File: src/rtl/pipeline_hazard_ctrl_if.sv
// Control bundle between the five-stage pipeline datapath and its hazard controller.
// The pipeline (master) reports hazards; the controller (slave) returns enables and flushes.
interface pipeline_hazard_ctrl_if #(
  parameter int CNT_W = 16
);
  logic             ihit;
  logic             dhit;
  logic             mem_op;
  logic             idex_memread;
  logic [4:0]       idex_rt;
  logic [4:0]       ifid_rs;
  logic [4:0]       ifid_rt;
  logic             ifid_uses_rt;
  logic             redirect;
  logic             halt_wb;
  logic             pc_WEN;
  logic             ifid_WEN;
  logic             idex_WEN;
  logic             exmem_WEN;
  logic             memwb_WEN;
  logic             ifid_flush;
  logic             idex_flush;
  logic             exmem_flush;
  logic             halted;
  logic [CNT_W-1:0] stall_cycles;

  modport master (
    output ihit, dhit, mem_op, idex_memread, idex_rt, ifid_rs, ifid_rt,
           ifid_uses_rt, redirect, halt_wb,
    input  pc_WEN, ifid_WEN, idex_WEN, exmem_WEN, memwb_WEN,
           ifid_flush, idex_flush, exmem_flush, halted, stall_cycles
  );

  modport slave (
    input  ihit, dhit, mem_op, idex_memread, idex_rt, ifid_rs, ifid_rt,
           ifid_uses_rt, redirect, halt_wb,
    output pc_WEN, ifid_WEN, idex_WEN, exmem_WEN, memwb_WEN,
           ifid_flush, idex_flush, exmem_flush, halted, stall_cycles
  );
endinterface

File: src/rtl/pipeline_hazard_ctrl.sv
// Stall/flush controller for the five-stage pipeline: fetch misses, data waits,
// load-use bubbles, MEM-stage redirects and halt drain, plus a saturating stall counter.
module pipeline_hazard_ctrl #(
  parameter int CNT_W = 16
) (
  input logic                    CLK,
  input logic                    nRST,
  pipeline_hazard_ctrl_if.slave  bus
);

  localparam logic [1:0] ST_RUN     = 2'd0;
  localparam logic [1:0] ST_MEMWAIT = 2'd1;
  localparam logic [1:0] ST_HALTED  = 2'd2;

  localparam logic [CNT_W-1:0] CNT_MAX = '1;

  // Packed control word: {pc, ifid, idex, exmem, memwb WEN, ifid, idex, exmem flush}
  localparam logic [7:0] CTL_HOLD     = 8'b00000_000;
  localparam logic [7:0] CTL_ADVANCE  = 8'b11111_000;
  localparam logic [7:0] CTL_REDIRECT = 8'b11111_111;
  localparam logic [7:0] CTL_LOADUSE  = 8'b00111_010;
  localparam logic [7:0] CTL_IMISS    = 8'b01111_100;

  logic [1:0]       r_state;
  logic [1:0]       w_next_state;
  logic [CNT_W-1:0] r_stall_cycles;
  logic             w_load_use;
  logic [7:0]       w_adv_ctl;
  logic [7:0]       w_ctl;
  logic             w_halted;

  assign w_load_use = bus.idex_memread && (bus.idex_rt != 5'd0) &&
                      ((bus.idex_rt == bus.ifid_rs) ||
                       (bus.ifid_uses_rt && (bus.idex_rt == bus.ifid_rt)));

  // Rules shared by RUN and the MEMWAIT release cycle: redirect, load-use, fetch miss.
  always_comb begin
    w_adv_ctl = CTL_ADVANCE;
    if (bus.redirect) begin
      w_adv_ctl = CTL_REDIRECT;
    end else if (w_load_use) begin
      w_adv_ctl = CTL_LOADUSE;
    end else if (!bus.ihit) begin
      w_adv_ctl = CTL_IMISS;
    end
  end

  always_comb begin
    w_ctl        = CTL_HOLD;
    w_halted     = 1'b0;
    w_next_state = r_state;
    if (nRST) begin
      case (r_state)
        ST_RUN: begin
          if (bus.halt_wb) begin
            w_next_state = ST_HALTED;
          end else if (bus.mem_op && !bus.dhit) begin
            w_next_state = ST_MEMWAIT;
          end else begin
            w_ctl = w_adv_ctl;
          end
        end
        ST_MEMWAIT: begin
          if (bus.dhit) begin
            w_ctl        = w_adv_ctl;
            w_next_state = ST_RUN;
          end
        end
        ST_HALTED: begin
          w_halted = 1'b1;
        end
        default: begin
          w_next_state = ST_RUN;
        end
      endcase
    end
  end

  always_ff @(posedge CLK) begin
    if (!nRST) begin
      r_state <= ST_RUN;
    end else begin
      r_state <= w_next_state;
    end
  end

  // Halted cycles are drain, not stalls, so they are excluded from the count.
  always_ff @(posedge CLK) begin
    if (!nRST) begin
      r_stall_cycles <= '0;
    end else if (!w_ctl[7] && (r_state != ST_HALTED) && (r_stall_cycles != CNT_MAX)) begin
      r_stall_cycles <= r_stall_cycles + 1'b1;
    end
  end

  assign bus.pc_WEN       = w_ctl[7];
  assign bus.ifid_WEN     = w_ctl[6];
  assign bus.idex_WEN     = w_ctl[5];
  assign bus.exmem_WEN    = w_ctl[4];
  assign bus.memwb_WEN    = w_ctl[3];
  assign bus.ifid_flush   = w_ctl[2];
  assign bus.idex_flush   = w_ctl[1];
  assign bus.exmem_flush  = w_ctl[0];
  assign bus.halted       = w_halted;
  assign bus.stall_cycles = r_stall_cycles;

endmodule

File: src/flat_wrapper.sv
// flat-port wrapper written by rule: the top's interface ports become plain ports
module pipeline_hazard_ctrl_flat 
#(
  parameter int CNT_W = 16
)
  (CLK, nRST, bus_ihit, bus_dhit, bus_mem_op, bus_idex_memread, bus_idex_rt, bus_ifid_rs, bus_ifid_rt, bus_ifid_uses_rt, bus_redirect, bus_halt_wb, bus_pc_WEN, bus_ifid_WEN, bus_idex_WEN, bus_exmem_WEN, bus_memwb_WEN, bus_ifid_flush, bus_idex_flush, bus_exmem_flush, bus_halted, bus_stall_cycles);
  pipeline_hazard_ctrl_if #(.CNT_W(CNT_W)) bus_i ();
  input logic CLK;
  input logic nRST;
  input wire logic [$bits(bus_i.ihit)-1:0] bus_ihit;
  input wire logic [$bits(bus_i.dhit)-1:0] bus_dhit;
  input wire logic [$bits(bus_i.mem_op)-1:0] bus_mem_op;
  input wire logic [$bits(bus_i.idex_memread)-1:0] bus_idex_memread;
  input wire logic [$bits(bus_i.idex_rt)-1:0] bus_idex_rt;
  input wire logic [$bits(bus_i.ifid_rs)-1:0] bus_ifid_rs;
  input wire logic [$bits(bus_i.ifid_rt)-1:0] bus_ifid_rt;
  input wire logic [$bits(bus_i.ifid_uses_rt)-1:0] bus_ifid_uses_rt;
  input wire logic [$bits(bus_i.redirect)-1:0] bus_redirect;
  input wire logic [$bits(bus_i.halt_wb)-1:0] bus_halt_wb;
  output wire logic [$bits(bus_i.pc_WEN)-1:0] bus_pc_WEN;
  output wire logic [$bits(bus_i.ifid_WEN)-1:0] bus_ifid_WEN;
  output wire logic [$bits(bus_i.idex_WEN)-1:0] bus_idex_WEN;
  output wire logic [$bits(bus_i.exmem_WEN)-1:0] bus_exmem_WEN;
  output wire logic [$bits(bus_i.memwb_WEN)-1:0] bus_memwb_WEN;
  output wire logic [$bits(bus_i.ifid_flush)-1:0] bus_ifid_flush;
  output wire logic [$bits(bus_i.idex_flush)-1:0] bus_idex_flush;
  output wire logic [$bits(bus_i.exmem_flush)-1:0] bus_exmem_flush;
  output wire logic [$bits(bus_i.halted)-1:0] bus_halted;
  output wire logic [$bits(bus_i.stall_cycles)-1:0] bus_stall_cycles;
  assign bus_i.ihit = bus_ihit;
  assign bus_i.dhit = bus_dhit;
  assign bus_i.mem_op = bus_mem_op;
  assign bus_i.idex_memread = bus_idex_memread;
  assign bus_i.idex_rt = bus_idex_rt;
  assign bus_i.ifid_rs = bus_ifid_rs;
  assign bus_i.ifid_rt = bus_ifid_rt;
  assign bus_i.ifid_uses_rt = bus_ifid_uses_rt;
  assign bus_i.redirect = bus_redirect;
  assign bus_i.halt_wb = bus_halt_wb;
  assign bus_pc_WEN = bus_i.pc_WEN;
  assign bus_ifid_WEN = bus_i.ifid_WEN;
  assign bus_idex_WEN = bus_i.idex_WEN;
  assign bus_exmem_WEN = bus_i.exmem_WEN;
  assign bus_memwb_WEN = bus_i.memwb_WEN;
  assign bus_ifid_flush = bus_i.ifid_flush;
  assign bus_idex_flush = bus_i.idex_flush;
  assign bus_exmem_flush = bus_i.exmem_flush;
  assign bus_halted = bus_i.halted;
  assign bus_stall_cycles = bus_i.stall_cycles;
  pipeline_hazard_ctrl #(.CNT_W(CNT_W)) u_core (.CLK(CLK), .nRST(nRST), .bus(bus_i));
endmodule
File: config.mk
export PLATFORM = sky130hd
export DESIGN_NAME = pipeline_hazard_ctrl_flat
export DESIGN_NICKNAME = d
export VERILOG_FILES = /design/src/rtl/pipeline_hazard_ctrl_if.sv /design/src/rtl/pipeline_hazard_ctrl.sv /design/src/flat_wrapper.sv
export SDC_FILE = /design/constraint.sdc
export NUM_CORES = 1
export LEC_CHECK = 0
export CORE_ASPECT_RATIO = 0.8
export CORE_MARGIN = 2
export CORE_UTILIZATION = 42
export DETAILED_ROUTE_END_ITERATION = 10
export PLACE_DENSITY = 0.79
export SLEW_MARGIN = 20
export SYNTH_ARGS = -nofsm -noshare
export SYNTH_HDL_FRONTEND = slang
export SYNTH_SLANG_ARGS = --single-unit
File: constraint.sdc
create_clock -name CLK -period 3 [get_ports CLK]
set_clock_uncertainty 0.15 [all_clocks]
set_input_delay 0.45 -clock CLK [delete_from_list [all_inputs] [get_ports CLK]]
set_output_delay 0.45 -clock CLK [all_outputs]
set_load 0.005 [all_outputs]
==> out/qor.csv, run 1 <==
metric,value,unit
status,finished clean,
Int Pwr,391,µW
Post-synth EDFFs,0,
ys async rst share,0,
Starting Density,0.432,
clock latency on the worst-skew pair,0.31,ns
RePlAce Congestion,0.747,
#FFs+latches synth,18,
fin nets,228,
CTS Hold Bufs,0,
Hold Path Stages,2,
setup_tns,0,ns
Detail Route Antenna Nets,0,
P_sw,146,µW
# setup viols final,0,
diode count,0,
Core Region,2700,µm²
crit path kind,input pin to output port,
number of H-tree levels,1,
flop-to-flop setup slack,0.69,ns
Unique masters post-synth,35,
VDD IR-drop max,0.269,mV
sw frac,0.272,
HP Class,flip-flop to flip-flop,
CTS tree,built,
initial antenna violation count,0,
Mapped Cells,144,
layout cells sized above 1,0.114,
post-layout minimum cycle time,2.94,ns
max-cap violations,0,
GR Layer Usage met3,0.0595,
gr busiest metal,met2,
Hold Worst Slack,0.343,ns
clock-pin slew on the worst setup and hold paths,0.11,ns
Slew Limit Fails,0,
Final Hold Vio Count,0,
Routed wire per std cell,14.3,µm
HP Start,u_core.bus.stall_cycles[14]$_SDFFE_PN0P_,
Crit. End Element,output port,
most common cell in the netlist,dfxtp_1,
logic gate share of total power,0.239,
largest net degree at the start of global routing,22,
"Seq/Total Area, Yosys",0.309,
Fmax achieved,341,MHz
sequential share of power,0.467,
P&R area growth vs syn,53.1,%
Placed Area,1740,µm²
# IOs,49,
R2R Path Start,u_core.bus.stall_cycles[6]$_SDFFE_PN0P_,
GR Layer Usage met2,0.319,
reg2reg path depth,6,
CP Max Fanout,2,
CTS Root Cell,clkbuf_4,
Power Dens Cells,301,nW/µm²
leading area contributor after synthesis,dfxtp_1,
FP Rows,17,
1st-iter DRT viols,32,
vias in the first global route,1141,
die area,3220,µm²
Yosys top cell area share,0.309,
via count,1328,
GRT Overall Usage,0.211,
final WL,3430,µm
Final period util,0.978,
vias per cell,5.53,
Filler cells,221,
DR DRC count,0,
Static Leak,0.000661,µW
global-route wire length before repair,5290,µm
HPWL Detailed,2630,µm
TritonCTS sink count,18,
fin area,1790,µm²
Num CTS Buffers,3,
Main synth FF type,dfxtp_1,
Synth Warn #,0,
"top cells by area, synth","dfxtp_1 31%, xor2_1 6.8%, mux2i_1 6.0%, o31ai_1 4.5%, or4_1 4.5%",
Tightest Pin Transition,0.499,ns
critical path required time,2.40,ns
Syn Area/Cell,8.11,µm²
Worst Setup Start Kind,input pin,
Die X-Extent,62.9,µm
Slew headroom,0.665,
worst-case hold path end point,u_core.bus.stall_cycles[14]$_SDFFE_PN0P_,
M1 GR Usage,0.298,
port bufs,48,
synth cell count leaders,"18 x dfxtp_1, 13 x nand2_1, 10 x a21oi_1, 10 x nor2_1, 9 x xor2_1",
grt ovf,0,
worst path arrival time,2.34,ns
R2R Path End,u_core.bus.stall_cycles[13]$_SDFFE_PN0P_,
syn_nets,169,
Clk network pwr share,0.294,
Tot Pwr,538,µW
Max Root-Sink Buffers,2,
first-pass detailed-route iteration total,4,
Post-Syn Area,1170,µm²
chip height,51.2,µm
==> per-layer routing <==
| metal | vias up | part of all wire |
|---|---|---|
| met5 | - | 0 |
| met4 | 0 | 0.0055 |
| met3 | 5 | 0.052 |
| met2 | 39 | 0.47 |
| met1 | 636 | 0.48 |
| li1 | 648 | - |
==> logic make-up (layout without fill, tap and decap cells) <==
| family | Yosys count | count (layout) | synth area share |
|---|---|---|---|
| buf+inv | 13 | 71 | 0.0557 |
| mux | 7 | 7 | 0.0600 |
| fa+ha+maj | 1 | 1 | 0.0107 |
| flops | 18 | 18 | 0.309 |
| simple gates | 67 | 67 | 0.324 |
| compound gates | 27 | 27 | 0.159 |
| xor+xnor | 11 | 11 | 0.0825 |
==> per-stage QoR <==
stage | setup slack (ns) | instances | util
floorplan | 0.692 | 144 | -
global placement | -0.155 | 235 | 0.645
detailed placement | -0.257 | 235 | 0.645
CTS | 0.0639 | 240 | 0.660
global route | -0.00435 | 240 | 0.661
finish | 0.0647 | 240 | 0.661
==> power by group through the flow <==
stage	Clock (µW)	Sequential, µW	Combinational [µW]
2_1_floorplan	0	255	52.7
3_3_place_gp	0	256	124
3_5_place_dp	0	256	129
4_1_cts	159	251	128
5_1_grt	169	252	138
6_report	158	251	129
==> how the worst max path moves through the flow <==
stage                               from             end  slack [ns]  depth (start not counted)
after global placement    bus_idex_rt[3]  bus_ifid_flush       -0.16                          7
after CTS                 bus_ifid_rt[3]    bus_ifid_WEN        0.06                          8
after detailed placement  bus_idex_rt[3]  bus_ifid_flush       -0.26                          7
final                     bus_ifid_rt[3]      bus_pc_WEN        0.06                          8
after floorplan           bus_idex_rt[0]  bus_ifid_flush        0.69                          5
after global routing      bus_ifid_rt[3]      bus_pc_WEN      -0.004                          8
==> final cells by class <==
| type | count | area (µm²) | area share |
|---|---|---|---|
| clock buffer | 4 | 36.3 | 0.0203 |
| timing repair buffer | 61 | 572 | 0.320 |
| multi-input combinational | 113 | 748 | 0.419 |
| tap | 38 | 47.5 | 0.0266 |
| sequential | 18 | 360 | 0.202 |
| inverter | 6 | 22.5 | 0.0126 |
==> repair_timing <==
item / 4_1_cts / 5_1_grt
setup buffers: 1 / 0
setup endpoints to repair: 4 / 2
gates resized for setup: 9 / 2
pin swaps: 2 / 2
==> cell usage in the layout, fill, tap and decap left out, types with 2 or more instances in the layout <==
cell              n
nor3_1            2
o31ai_1           7
nand2_1          13
a21oi_1          10
nor2_1           10
xor2_1            9
clkdlybuf4s50_1  40
nand2b_1          7
mux2i_1           7
or4_1             7
dlygate4sd2_1     7
inv_1             6
xnor2_1           2
nor2b_1           2
buf_4            13
and4_1            2
nand4_1           5
clkbuf_4          3
nand3_1           5
o21ai_0           3
dfxtp_1          18
nor4_1            7
==> critical path, cell delays in order <==
cell and delay [ns]:
clkdlybuf4s50_1 0.42, xor2_1 0.16, nor4_2 0.28, a32oi_1 0.16, buf_4 0.16, buf_4 0.12, o311a_4 0.31, dlygate4sd2_1 0.27
==> sequential cells by signal, indices dropped and copies added, names as in the netlist <==
name,count
u_core.bus.stall_cycles,16
u_core.r_state,2
(Power assumes the default switching activity.)
==> inputs of run 2 (changes only) <==
CTS_CLUSTER_SIZE = 10   (was not set)
==> results of run 2 <==
Same layout as run 1: the final DEF is identical, and so are final timing and power.
